$ cat src/rtl/connect_drop_engine.sv
// Two-player drop-disc board engine: accepts one column drop per request, places the disc,
// then checks the mover's WIN_LEN-in-a-row runs and board-full draw before passing the turn.
module connect_drop_engine #(
  parameter int ROWS    = 6,
  parameter int COLS    = 7,
  parameter int WIN_LEN = 4,
  parameter int COL_W   = 3
) (
  input  logic                 clk,
  input  logic                 reset,
  input  logic                 new_game,
  input  logic                 drop_valid,
  input  logic [COL_W-1:0]     drop_col,
  output logic                 busy,
  output logic                 drop_done,
  output logic                 invalid_column,
  output logic                 player_turn,
  output logic [1:0]           game_status,
  output logic [ROWS*COLS-1:0] board_occ,
  output logic [ROWS*COLS-1:0] board_owner,
  output logic [1:0]           fsm_state
);

  localparam int CELLS = ROWS * COLS;
  localparam int HW    = $clog2(ROWS + 1);

  localparam logic [1:0] IDLE  = 2'd0;
  localparam logic [1:0] PLACE = 2'd1;
  localparam logic [1:0] CHECK = 2'd2;
  localparam logic [1:0] OVER  = 2'd3;

  logic [1:0]       state;
  logic [COL_W-1:0] col_q;
  logic [HW-1:0]    height [COLS];

  // Handshake: drop_valid/drop_col are consumed only while the FSM sits in IDLE (busy=0 and
  // game_status=00); there is no ready and no queue, so a request seen in any other state is lost.
  logic          col_ok;
  logic [HW-1:0] col_height;

  always_comb begin
    col_ok     = 1'b0;
    col_height = '0;
    for (int i = 0; i < COLS; i++) begin
      if (drop_col == COL_W'(i)) begin
        col_ok     = 1'b1;
        col_height = height[i];
      end
    end
  end

  // Cells held by the player who just moved; each cell anchors one run per direction.
  logic [CELLS-1:0] mine;
  logic [CELLS-1:0] run_h, run_v, run_d, run_a;
  logic             win;
  logic             full;

  assign mine = board_occ & (player_turn ? board_owner : ~board_owner);

  for (genvar r = 0; r < ROWS; r++) begin : g_row
    for (genvar c = 0; c < COLS; c++) begin : g_col
      if (c + WIN_LEN <= COLS) begin : g_h
        logic [WIN_LEN-1:0] bits;
        for (genvar k = 0; k < WIN_LEN; k++) begin : g_k
          assign bits[k] = mine[r*COLS + c + k];
        end
        assign run_h[r*COLS + c] = &bits;
      end else begin : g_nh
        assign run_h[r*COLS + c] = 1'b0;
      end

      if (r + WIN_LEN <= ROWS) begin : g_v
        logic [WIN_LEN-1:0] bits;
        for (genvar k = 0; k < WIN_LEN; k++) begin : g_k
          assign bits[k] = mine[(r + k)*COLS + c];
        end
        assign run_v[r*COLS + c] = &bits;
      end else begin : g_nv
        assign run_v[r*COLS + c] = 1'b0;
      end

      if ((r + WIN_LEN <= ROWS) && (c + WIN_LEN <= COLS)) begin : g_d
        logic [WIN_LEN-1:0] bits;
        for (genvar k = 0; k < WIN_LEN; k++) begin : g_k
          assign bits[k] = mine[(r + k)*COLS + c + k];
        end
        assign run_d[r*COLS + c] = &bits;
      end else begin : g_nd
        assign run_d[r*COLS + c] = 1'b0;
      end

      if ((r + WIN_LEN <= ROWS) && (c >= WIN_LEN - 1)) begin : g_a
        logic [WIN_LEN-1:0] bits;
        for (genvar k = 0; k < WIN_LEN; k++) begin : g_k
          assign bits[k] = mine[(r + k)*COLS + c - k];
        end
        assign run_a[r*COLS + c] = &bits;
      end else begin : g_na
        assign run_a[r*COLS + c] = 1'b0;
      end
    end
  end

  assign win       = |(run_h | run_v | run_d | run_a);
  assign full      = &board_occ;
  assign busy      = (state == PLACE) || (state == CHECK);
  assign fsm_state = state;

  always_ff @(posedge clk) begin
    if (reset || new_game) begin
      state          <= IDLE;
      col_q          <= '0;
      board_occ      <= '0;
      board_owner    <= '0;
      player_turn    <= 1'b0;
      game_status    <= 2'b00;
      drop_done      <= 1'b0;
      invalid_column <= 1'b0;
      for (int c = 0; c < COLS; c++) height[c] <= '0;
    end else begin
      drop_done      <= 1'b0;
      invalid_column <= 1'b0;
      case (state)
        IDLE: begin
          if (drop_valid) begin
            if (col_ok && (col_height != HW'(ROWS))) begin
              col_q <= drop_col;
              state <= PLACE;
            end else begin
              invalid_column <= 1'b1;
            end
          end
        end
        PLACE: begin
          for (int c = 0; c < COLS; c++) begin
            if (col_q == COL_W'(c)) begin
              for (int r = 0; r < ROWS; r++) begin
                if (height[c] == HW'(r)) begin
                  board_occ[r*COLS + c]   <= 1'b1;
                  board_owner[r*COLS + c] <= player_turn;
                end
              end
              height[c] <= height[c] + HW'(1);
            end
          end
          state <= CHECK;
        end
        CHECK: begin
          drop_done <= 1'b1;
          if (win) begin
            game_status <= player_turn ? 2'b10 : 2'b01;
            state       <= OVER;
          end else if (full) begin
            game_status <= 2'b11;
            state       <= OVER;
          end else begin
            player_turn <= ~player_turn;
            state       <= IDLE;
          end
        end
        OVER:    state <= OVER;
        default: state <= IDLE;
      endcase
    end
  end

endmodule
$ cat config.mk
export PLATFORM = sky130hd
export DESIGN_NAME = connect_drop_engine
export DESIGN_NICKNAME = d
export VERILOG_FILES = /design/src/rtl/connect_drop_engine.sv
export SDC_FILE = /design/constraint.sdc
export NUM_CORES = 1
export LEC_CHECK = 0
export ABC_CLOCK_PERIOD_IN_PS = 3100
export CAP_MARGIN = 10
export CORE_UTILIZATION = 55
export CTS_CLUSTER_DIAMETER = 40
export CTS_CLUSTER_SIZE = 40
export DETAILED_ROUTE_END_ITERATION = 12
export HOLD_SLACK_MARGIN = 0.02
export PLACE_DENSITY = 0.87
export SYNTH_ARGS = -nofsm -noshare
export SYNTH_HDL_FRONTEND = slang
export SYNTH_SLANG_ARGS = --single-unit
$ cat constraint.sdc
create_clock -name clk -period 3.1 [get_ports clk]
set_input_delay 0.93 -clock clk [delete_from_list [all_inputs] [get_ports clk]]
set_output_delay 0.93 -clock clk [all_outputs]
set_load 0.03 [all_outputs]
==> results.ini, run 1 <==
[worst_setup_path]
crit_top_cell = or4_1
slowest_stage = or4_1
path_max_fanout = 32
max_stage_delay_ps = 620
cp_top_family = simple AND/OR/NAND/NOR gates
regToRegSetupSlack_ps = 100
worstPathCellList = buf_12, buf_4, and3_1, o211ai_1, or4_1, o2111ai_1, nor4_2, nand4_1, or4_1, a221oi_1
crit_path_end_kind = flip-flop
crit_required_ps = 3430
rr_startpoint = player_turn
r2r_cells = 10
timing.rr.end = game_status[0]
startpoint_type = flip-flop
crit_buf_inv = 2
cp.arrival_ps = 3330
crit_type = reg2reg

[power_and_ir_drop]
leakage_nw = 3.220
power_density_nw_per_um2 = 432.6
total_power_w = 0.003820
ir_drop_uv = 389.0

[synthesis]
yosysTopAreaCell = dfxtp_1
synth_area_per_cell_um2 = 7.835
yosysSeqAreaShare_pct = 36.03
ys_warn_count = 0
syn_nets = 937
synth_top_area_share_pct = 26.99
ys_top_cells_by_count = 102 x nand2_1, 95 x a21oi_1, 94 x dfxtp_1
ys.flop_type = dfxtp_1
netlist_area_um2 = 6973
synth_edf_count = 21
ys_types = 58
synthArstFlopShare_pct = 0
ys_seq_elements = 115
postSynthCellCount = 890
synth_area_leaders = dfxtp_1 27%, edfxtp_1 9.0%, ha_1 7.2%, a21oi_1 6.8%, nand3_1 5.6%
yosysMostFrequentCell = nand2_1

[clocking]
clockRootBuffer = clkbuf_16
clk_latency_ps = 430
cts_sinks = 115
cts_buffers = 17
htreeDepth = 4
cts_tree = built
cts_buffer_depth = 2
ctsHoldBuffers = 0
clk_pin_slew_ps = 60

[sta]
finalHoldViolCount = 0
hold_slack_ps = 518.4
fin_crit_sh_pct = 96.93
setup_slack_ps = 95.06
finalSetupViolCount = 0
fin_tns_setup_ps = 0
slew_headroom_pct = 35.46
min_period_ps = 3005
slew_viol_final = 0
rsz0062_at_grt = no
worst_pin_slew_ps = 960.6
final.setup_skew_ps = 6.444
fmax_ghz = 0.3328

[layout]
regArea_um2 = 2516
fill_cells = 950
n_antenna_cell = 0
multi_input_area_um2 = 4005
drive_gt1_share_pct = 7.285
final_nets = 1036
area_growth_pct = 26.65

[worst_hold_path]
min_to = board_owner[14]
hold_path.class = reg2reg
hp-start = board_owner[14]
min_path_cells = 2

[die]
coreArea_um2 = 12160
die_height_um = 114.6
rows = 40
initial_core_util_pct = 57.34
fp.dieW_um = 114.6
dieArea_um2 = 13130
io_pins = 99

[detailed_routing]
drtAntennaViolNets = 0
wl_um = 24810
drc_errors = 0
routed_via_density = 6.456
first_iter_violations = 1132
wl_per_cell_um = 21.20
dr_total_vias = 7553
first_pass_iters = 9

[global_route]
grt_max_degree = 54
grt_pass1_vias = 6837
antenna_found_initial = 0
grtUsageTotal_pct = 38.69
grt_pass1_wl_um = 37870
overflow = 0

[outcome]
outcome = finished, final reports clean

[place]
globalplace.congestion = 0.9960
port-buffer-count = 98
pre_cts_slack_ps = -6.076
hpwl_um = 18010

[job]
maxCapViolations = 0

-- metal layers --
layer  GRT usage, %  share of wire [%]  vias up
met1          49.37                 39     3558
li1               -                  -     3381
met5              0                  0        -
met2          60.81                 45      516
met3          9.370                 11       98
met4          19.91                4.5        0
-- through the flow --
stage	std cells	area (um2)	utilization [%]
floorplan	890	6973	-
global placement	1136	8178	67.24
detailed placement	1136	8178	67.24
CTS	1168	8812	72.46
global route	1170	8831	72.61
finish	1170	8831	72.61
-- worst min-delay path: cells and delay by family, from the launching register on --
| kind | cells | cell delay (ps) |
|---|---|---|
| AND/OR/NAND/NOR | 1 | 70 |
| flip-flops | 1 | 340 |
| AO/OA/AOI/OAI | 1 | 60 |
-- flip-flops by register name, summed over array words and instances (netlist names) --
| signal | count |
|---|---|
| player_turn | 1 |
| height | 21 |
| fsm_state | 2 |
| col_q | 3 |
| board_occ | 42 |
| board_owner | 42 |
| game_status | 2 |
| invalid_column | 1 |
| drop_done | 1 |
-- layout make-up --
class	count	share of cell area [%]
multi-input combinational	670	45.35
sequential	115	28.49
timing repair buffer	134	14.49
clock buffer	21	5.455
tap	168	2.380
inverter	51	2.168
clock inverter	11	1.658
-- power breakdown --
| group | total (W) | switching, W | internal (W) |
|---|---|---|---|
| combinational | 0.000181 | 0.000118 | 0.0000633 |
| clock | 0.00208 | 0.000722 | 0.00135 |
| sequential | 0.00156 | 0.0000236 | 0.00154 |
| total | 0.00382 | 0.000863 | 0.00296 |
-- kinds of logic after synthesis --
kind of cell / count (synthesis) / synth area share, %
multiplexers: 17 / 2.440
AND/OR/NAND/NOR: 402 / 28.01
buffers and inverters: 105 / 6.621
adder cells (fa/ha/maj): 40 / 7.177
AO/OA/AOI/OAI: 187 / 16.71
XOR/XNOR: 24 / 3.015
flip-flops: 115 / 36.03
-- repair_timing --
action / in CTS / in global routing
resized for setup: 1 / 2
pin swaps: 0 / 2
endpoints found under the setup margin: 1 / 5
buffers inserted: 0 / 2
-- cells in the final DEF (no fill, tap or decap), types with 3 or more instances in the layout --
| master | netlist | routed |
|---|---|---|
| nand2_1 | 102 | 102 |
| clkdlybuf4s50_1 | 0 | 98 |
| a21oi_1 | 95 | 95 |
| dfxtp_1 | 94 | 93 |
| nor2_1 | 79 | 79 |
| nand3_1 | 78 | 78 |
| inv_1 | 51 | 51 |
| ha_1 | 40 | 40 |
| buf_4 | 4 | 33 |
| nor3_1 | 29 | 29 |
| and3_1 | 26 | 26 |
| edfxtp_1 | 21 | 21 |
| xnor2_1 | 20 | 20 |
| or3_1 | 19 | 19 |
| nand4_1 | 19 | 19 |
| clkbuf_16 | 0 | 18 |
| mux2i_1 | 17 | 17 |
| o21ai_0 | 17 | 16 |
| nand2b_1 | 12 | 12 |
| o211ai_1 | 12 | 12 |
| o2111ai_1 | 10 | 10 |
| or4_1 | 9 | 9 |
| nor4_1 | 10 | 9 |
| a22oi_1 | 8 | 8 |
| nor2b_1 | 7 | 7 |
| and2_1 | 5 | 5 |
| a31oi_1 | 5 | 5 |
| o22ai_1 | 5 | 5 |
| xor2_1 | 4 | 4 |
| a22o_1 | 4 | 4 |
| a221oi_1 | 4 | 4 |
| a2111oi_0 | 3 | 3 |
| bufinv_16 | 0 | 3 |
| clkinvlp_4 | 0 | 3 |
-- worst max-delay path by stage --
stage           startpoint        endpoint  depth (start not counted)
6_report       player_turn  game_status[0]                         10
5_1_grt        player_turn  game_status[1]                          9
2_1_floorplan  player_turn  game_status[0]                         11
3_3_place_gp   player_turn  game_status[1]                          9
3_5_place_dp   player_turn  game_status[0]                          9
4_1_cts        player_turn  game_status[0]                          9
No activity file was read; power rests on OpenSTA's default activity.
==> inputs of run 2 (changes only) <==
--- a/config.mk
+++ b/config.mk
@@ -7,12 +7,11 @@
 export LEC_CHECK = 0
 export ABC_CLOCK_PERIOD_IN_PS = 3100
 export CAP_MARGIN = 10
-export CORE_UTILIZATION = 55
-export CTS_CLUSTER_DIAMETER = 40
+export CORE_UTILIZATION = 37
 export CTS_CLUSTER_SIZE = 40
 export DETAILED_ROUTE_END_ITERATION = 12
 export HOLD_SLACK_MARGIN = 0.02
-export PLACE_DENSITY = 0.87
+export PLACE_DENSITY = 0.65
 export SYNTH_ARGS = -nofsm -noshare
 export SYNTH_HDL_FRONTEND = slang
 export SYNTH_SLANG_ARGS = --single-unit
==> run 2 against run 1 <==
Effect of this change: critical path depth rose by 1; via count fell by 3.6%; count of clock-buffer cells in the layout fell by 1; total power fell by 0.44%; clock skew rose by 1.4 ps; largest cell class unchanged; largest power group unchanged.
==> results.ini, run 2 (synthesized netlist as in run 1, its figures left out) <==
[sta]
hold_slack_ps = 506.7
final.setup_skew_ps = 7.809
fmax_ghz = 0.3348
slew_headroom_pct = 61.79
fin_tns_setup_ps = 0
fin_crit_sh_pct = 96.34
worst_pin_slew_ps = 571.1
finalSetupViolCount = 0
min_period_ps = 2987
slew_viol_final = 0
finalHoldViolCount = 0
rsz0062_at_grt = yes

[worst_setup_path]
cp.arrival_ps = 3320
startpoint = player_turn
timing.rr.end = game_status[0]
regToRegSetupSlack_ps = 110
r2r_cells = 11
crit_type = reg2reg
startpoint_type = flip-flop
crit_required_ps = 3430
crit_end = game_status[0]
crit_path_end_kind = flip-flop
rr_startpoint = player_turn
path_max_fanout = 13

[detailed_routing]
drtAntennaViolNets = 0
dr_total_vias = 7280
first_pass_iters = 5
wl_per_cell_um = 21.14
routed_via_density = 5.782
drc_errors = 0
first_iter_violations = 757
wl_um = 26610

[power_and_ir_drop]
combPwrFrac_pct = 4.7
ir_drop_uv = 401.0
p_clk_share_pct = 54.2
p_sw_share_pct = 23.36
power_density_nw_per_um2 = 416.4
leakage_nw = 3.373
p_switching_w = 0.0008884
p_int_w = 0.002915
pwr-share-seq_pct = 41.1

[die]
fp.dieW_um = 139.3
rows = 49
io_pins = 99
dieArea_um2 = 19400
initial_core_util_pct = 38.29
coreArea_um2 = 18210
die_height_um = 139.3

[outcome]
outcome = finished, final reports clean

[clocking]
clk_latency_ps = 430
htreeDepth = 4
clk_pin_slew_ps = 60
cts_tree = built
cts_buffers = 17
cts_sinks = 115
cts_buffer_depth = 2
clockRootBuffer = clkbuf_16

[layout]
layout_common_cells = 102 x nand2_1, 98 x clkdlybuf4s50_1, 95 x a21oi_1
final_nets = 1064
n_antenna_cell = 0
area_growth_pct = 31.01
fill_cells = 1789
final_common_cell = nand2_1
fin_util_pct = 50.17
drive_gt1_share_pct = 9.806
reg_top3 = board_occ x42, board_owner x42, height x21

[job]
maxCapViolations = 0

[global_route]
grt_max_degree = 44
overflow = 0
antenna_found_initial = 0
grtUsageTotal_pct = 27.39
grt_pass1_vias = 6502
grt_pass1_wl_um = 39780

[place]
hpwl_um = 20220
globalplace.congestion = 1.001
port-buffer-count = 98

[worst_hold_path]
hold_path.class = reg2reg

[run 2: critical path: stages, from the launching register on]
cell and delay, ps:
dfxtp_4 400, buf_4 160, buf_12 130, and3_1 140, o211ai_1 280, or4_1 180
o2111ai_1 120, nor4_2 310, buf_4 160, nand4_1 110, or4_1 600, a221oi_1 290
[run 2: metal layers]
layer / vias to the layer above / GRT usage (%) / part of all wire [%] / wire length [um]
met1: 3460 / 36.55 / 45 / 12010
met5: - / 0 / 0 / 0
li1: 3442 / - / - / -
met2: 330 / 43.00 / 45 / 12060
met4: 0 / 10.53 / 2.6 / 692
met3: 48 / 6.022 / 6.9 / 1848
[run 2: repair_timing]
| action | CTS | global route |
|---|---|---|
| gates resized for setup | 0 | 3 |
| hold buffers | 0 | 0 |
| endpoints found under the setup margin | 0 | 4 |
| buffers inserted | 0 | 5 |
[run 2: area by class of cell]
cell class                      instances  area, um2  share of cell area (%)
Tap cell                              229      286.5                   3.137
Timing Repair Buffer                  162       1515                   16.59
Clock buffer                           20      457.9                   5.013
Sequential cell                       115       2516                   27.54
Inverter                               51      191.4                   2.096
Multi-Input combinational cell        670       4015                   43.95
Clock inverter                         12      152.6                   1.671
[run 2: how the worst min path moves through the flow]
stage                   startpoint        endpoint  slack [ps]  cells after the start
finish              game_status[0]  game_status[0]         510                      2
global route        game_status[1]  game_status[1]         550                      2
CTS                 game_status[1]  game_status[1]         510                      2
detailed placement  game_status[0]  game_status[0]         490                      2
global placement    game_status[0]  game_status[0]         490                      2
floorplan                 col_q[2]        col_q[2]         500                      2
[run 2: power by group through the flow]
stage               Sequential, W  Clock (W)  Combinational, W
CTS                       0.00156    0.00207          0.000178
global placement          0.00159          0          0.000176
detailed placement        0.00159          0          0.000176
floorplan                 0.00159          0          0.000114
global route              0.00156    0.00215          0.000199
finish                    0.00156    0.00206          0.000180
[run 2: through the flow]
step	std cells	setup WS [ps]	total power, W	area [um2]
CTS	1254	33.21	0.003809	9080
global placement	1222	130.4	0.001769	8469
finish	1259	113.4	0.003803	9135
global route	1259	-50.38	0.003909	9135
detailed placement	1222	66.97	0.001770	8469
floorplan	890	299.5	0.001704	6973
==> inputs of run 3 (changes only) <==
--- a/config.mk
+++ b/config.mk
@@ -5,8 +5,9 @@
 export SDC_FILE = /design/constraint.sdc
 export NUM_CORES = 1
 export LEC_CHECK = 0
-export ABC_CLOCK_PERIOD_IN_PS = 3100
+export ABC_CLOCK_PERIOD_IN_PS = 3800
 export CAP_MARGIN = 10
+export CORE_MARGIN = 1.5
 export CORE_UTILIZATION = 37
 export CTS_CLUSTER_SIZE = 40
 export DETAILED_ROUTE_END_ITERATION = 12
==> constraint.sdc (replaced) <==
create_clock -name clk -period 3.8 [get_ports clk]
set_input_delay 1.14 -clock clk [delete_from_list [all_inputs] [get_ports clk]]
set_output_delay 1.14 -clock clk [all_outputs]
set_load 0.03 [all_outputs]
==> run 3 against run 2 <==
Effect of this change: cell area shrank 4.2%; first-iteration DRC count grew 7.3%; sequential power shrank 19%; sequential cell count stayed put; hold slack improved by 14 ps; critical path depth down 8; sequential share of layout area is 1.2 points higher; clock power shrank 21%; highest routed layer unchanged.
==> results.ini, run 3 (synthesized netlist as in run 1, its figures left out) <==
[worst_setup_path]
worstPathCellList = buf_4, buf_4, clkdlybuf4s50_1
crit_required_ps = 2660
cp.arrival_ps = 2290
slowest_stage = dfxtp_4
r2r_cells = 9
crit_path_end_kind = primary output
path_max_fanout = 45
startpoint_type = flip-flop
rr_startpoint = player_turn
timing.rr.end = game_status[0]
crit_type = reg2out
regToRegSetupSlack_ps = 470
max_stage_delay_ps = 680
startpoint = player_turn
crit_top_cell = buf_4
crit_end = player_turn

[job]
maxCapViolations = 0

[sta]
rsz0062_at_grt = no
finalHoldViolCount = 0
finalSetupViolCount = 0
fmax_ghz = 0.2917
slew_viol_final = 0
slew_headroom_pct = 20.11
min_period_ps = 3428
fin_tns_setup_ps = 0
worst_pin_slew_ps = 1187
fin_crit_sh_pct = 90.21
final.setup_skew_ps = 7.672

[detailed_routing]
wl_um = 24860
first_pass_iters = 8
wl_per_cell_um = 20.41
drtAntennaViolNets = 0
routed_via_density = 5.862
first_iter_violations = 812
drc_errors = 0
dr_total_vias = 7140

[global_route]
grt_pass1_vias = 6528
grt_max_degree = 51
grtUsageTotal_pct = 25.26
antenna_found_initial = 0
overflow = 0
grt_pass1_wl_um = 38040

[clocking]
cts_buffers = 17
clk_latency_ps = 420
ctsHoldBuffers = 0
postCtsSetupRepairBufs = 0
clockRootBuffer = clkbuf_16
cts_tree = built
cts.repair.resized = 0
cts_sinks = 115
cts_buffer_depth = 2
clk_pin_slew_ps = 50
htreeDepth = 4

[power_and_ir_drop]
ir_drop_uv = 305.4
combPwrFrac_pct = 4.6
p_sw_share_pct = 23.01
p_clk_share_pct = 53.4
pwr-share-seq_pct = 41.9
power_density_nw_per_um2 = 347.5
leakage_nw = 3.120
p_switching_w = 0.0006999
p_int_w = 0.002341

[layout]
layout_common_cells = 102 x nand2_1, 98 x clkdlybuf4s50_1, 95 x a21oi_1
n_antenna_cell = 0
drive_gt1_share_pct = 5.386
reg_top3 = board_occ x42, board_owner x42, height x21
stdcell_count = 1218
final_nets = 1018
final_common_cell = nand2_1
area_growth_pct = 25.50

[place]
hpwl_um = 18680
dp_cells = 1186
globalplace.congestion = 1.047
port-buffer-count = 98

[outcome]
outcome = finished, final reports clean

[worst_hold_path]
hold_path.class = reg2reg
min_path_cells = 2

[die]
initial_core_util_pct = 37.53
fp.dieW_um = 140.3
die_height_um = 140.3
rows = 50
io_pins = 99
coreArea_um2 = 18580
dieArea_um2 = 19680

-- run 3: cell count changes in the layout (fill, tap and decap cells not counted), sizes merged --
cell | previous run | this run
buf | 64 | 18
bufinv | 3 | 1
clkbuf | 20 | 23
clkinvlp | 2 | 1
-- run 3: stage by stage --
stage | hold slack (ps) | instance area, um2 | setup slack [ps] | util [%] | total power, W
2_1_floorplan | 500.7 | 6973 | 999.5 | - | 0.001390
3_3_place_gp | 504.8 | 8140 | 617.7 | 43.81 | 0.001437
3_5_place_dp | 504.5 | 8140 | 561.1 | 43.81 | 0.001439
4_1_cts | 522.4 | 8751 | 374.7 | 47.10 | 0.003064
5_1_grt | 539.7 | 8751 | 309.2 | 47.10 | 0.003130
6_report | 520.6 | 8751 | 371.9 | 47.10 | 0.003041
-- run 3: worst max-delay path: cells and delay by family (launching register included) --
| family | cells | cell delay [ps] |
|---|---|---|
| buffers and inverters | 3 | 1180 |
| flip-flops | 1 | 680 |
-- run 3: power by group through the flow --
stage / sequential, W / combinational [W] / clock, W
floorplan: 0.00130 / 0.0000930 / 0
global placement: 0.00130 / 0.000137 / 0
detailed placement: 0.00130 / 0.000138 / 0
CTS: 0.00127 / 0.000140 / 0.00165
global route: 0.00128 / 0.000155 / 0.00170
finish: 0.00127 / 0.000141 / 0.00163
-- run 3: layout make-up --
class	count	area, um2
fillers	1819	9829
multi-input cells	670	3999
flip-flops and latches	115	2516
repair buffers	116	1141
clock buffers	23	521.8
well taps	234	292.8
inverters	51	191.4
clock inverters	9	88.84
-- run 3: per-layer routing --
metal	GRT usage (%)	share of wire [%]	vias to the layer above
met5	0	0	-
met4	8.864	2.8	0
met3	5.607	8.3	56
met2	39.81	45	365
met1	34.04	44	3359
li1	-	-	3360
-- run 3: worst min path at each step --
stage,start,endpoint
2_1_floorplan,col_q[2],col_q[2]
3_3_place_gp,game_status[1],game_status[1]
3_5_place_dp,game_status[0],game_status[0]
4_1_cts,game_status[0],game_status[0]
5_1_grt,game_status[1],game_status[1]
6_report,game_status[0],game_status[0]
==> RTL change (settings of run 2) <==
The parameter `COL_W` goes from 3 to 6.
--- a/src/rtl/connect_drop_engine.sv
+++ b/src/rtl/connect_drop_engine.sv
@@ -4,7 +4,7 @@
   parameter int ROWS    = 6,
   parameter int COLS    = 7,
   parameter int WIN_LEN = 4,
-  parameter int COL_W   = 3
+  parameter int COL_W   = 6
 ) (
   input  logic                 clk,
   input  logic                 reset,
Ports: changed (resized drop_col); port bits go from 99 to 102. No check against the original RTL was run, so the function may have changed too.
==> RTL change against run 2 <==
- cell area is 3.0% lower
- critical path depth is 8 lower
- synthesized cell count is 4.4% lower
- sequential cell count is 3 higher
- area after synthesis hardly changed
- via count is 3.7% lower
- core utilization is 1.5 points lower
- total power is 1.5% lower
- routed wire length is 8.0% lower
- setup slack better by 0.12 ns
- critical path type is now register to output pin
==> RTL change: results (changes against run 2) <==
* Syn nets at 901 (-3.8%)
* Post-Layout Cell Count at 1189 (-5.6%)
* Total GRT Usage at 25.4% (-2.0 points)
* Crit path DAT at 1.93 ns (-1.39 ns)
* Top post-synthesis cells by count: dfxtp_1, a21oi_1, nand2_1
* Initial DRC Count at 640 (-15%)
* Port buffer count at 101 (+3.1%)
* Critical-path maximum fanout at 6 (-7)
* Setup slack at placement at 0.0317 ns (-0.0352 ns)
* Dpl cell area at 0.00824 mm² (-2.7%)
* Share of layout cells above drive strength 1 at 6.35% (-3.5 points)
* Status: finished, final reports clean
* Worst slew margin at 55.2% (-6.6 points)
* Clock skew at 0.00646 ns (-0.00135 ns)
* Seq/Total Area, Yosys at 36.9% (+0.84 points)
* Hold Slack at 0.471 ns (-0.0353 ns)
* Number of global-route vias before repair at 6465 (-0.57%)
* Worst reg2reg setup slack at 0.28 ns (+0.17 ns)
* Util after Layout at 48.6% (-1.5 points)
* Synth unique cells at 60 (+3.4%)
* Vias at 7012 (-3.7%)
* DP HPWL at 18400 µm (-9.0%)
* VDD IR-drop max at 0.000403 V (+0.53%)
* Synth warnings at 0 (unchanged)
* Top cells by area, synth: dfxtp_1, edfxtp_1, ha_1
* WL/cell at 20.6 µm (-2.6%)
* Largest net degree at the start of global routing at 56 (+27%)
* Lkg Pwr at 3.25 nW (-3.8%)
* Fill count at 1759 (-1.7%)
* Gpl congestion at 0.953 (-4.8%)
* Post-route setup slack at 0.238 ns (+0.125 ns)
* Mean Syn Cell Area at 8.20 µm² (+4.6%)
* First-pass GRT wire length at 37600 µm (-5.5%)
RTL change: logic make-up after synthesis:
kind of cell	synth area share, %
compound gates	15.4
xor+xnor	3.26
fa+ha+maj	7.17
buf+inv	6.51
flops	36.9
mux	3.87
simple gates	26.9
RTL change: where the power goes:
part           total [mW]  internal [mW]  switching [mW]  leakage [nW]
combinational       0.121         0.0434          0.0779          1.94
sequential           1.59           1.57          0.0176          1.02
clock                2.04           1.27           0.766         0.289
RTL change: critical path: stages (launching register included):
cell and delay [ns]:
dfxtp_1 0.43, inv_1 0.13, ha_1 0.29, clkdlybuf4s50_1 0.66
RTL change: path summary, 6_finish.rpt:
| check | start | depth (start not counted) | endpoint |
|---|---|---|---|
| worst max-delay path | fsm_state[1]$_SDFFE_PP0P_ | 3 | busy |
| worst min-delay path | game_status[1]$_SDFFE_PP0P_ | 2 | game_status[1]$_SDFFE_PP0P_ |
| worst min register to register | game_status[1]$_SDFFE_PP0P_ | 2 | game_status[1]$_SDFFE_PP0P_ |
| worst max register to register | player_turn$_SDFFE_PP0P_ | 10 | player_turn$_SDFFE_PP0P_ |
RTL change: final cells by class:
class	instances	share of cell area, %
Tap cell	229	3.23
Clock inverter	14	1.98
Timing Repair Buffer	126	14.0
Sequential cell	118	29.1
Clock buffer	18	4.84
Inverter	52	2.20
Multi-Input combinational cell	632	44.6
RTL change: per-layer routing:
metal | wire, µm | track usage (%)
met1 | 10800 | 34.4
met2 | 11000 | 39.7
met3 | 1960 | 5.09
met4 | 726 | 9.82
met5 | 0 | 0
RTL change: what timing repair did:
action | 4_1_cts | 5_1_grt
hold endpoints to repair | 0 | 0
endpoints found under the setup margin | 0 | 1
setup buffers | 0 | 1
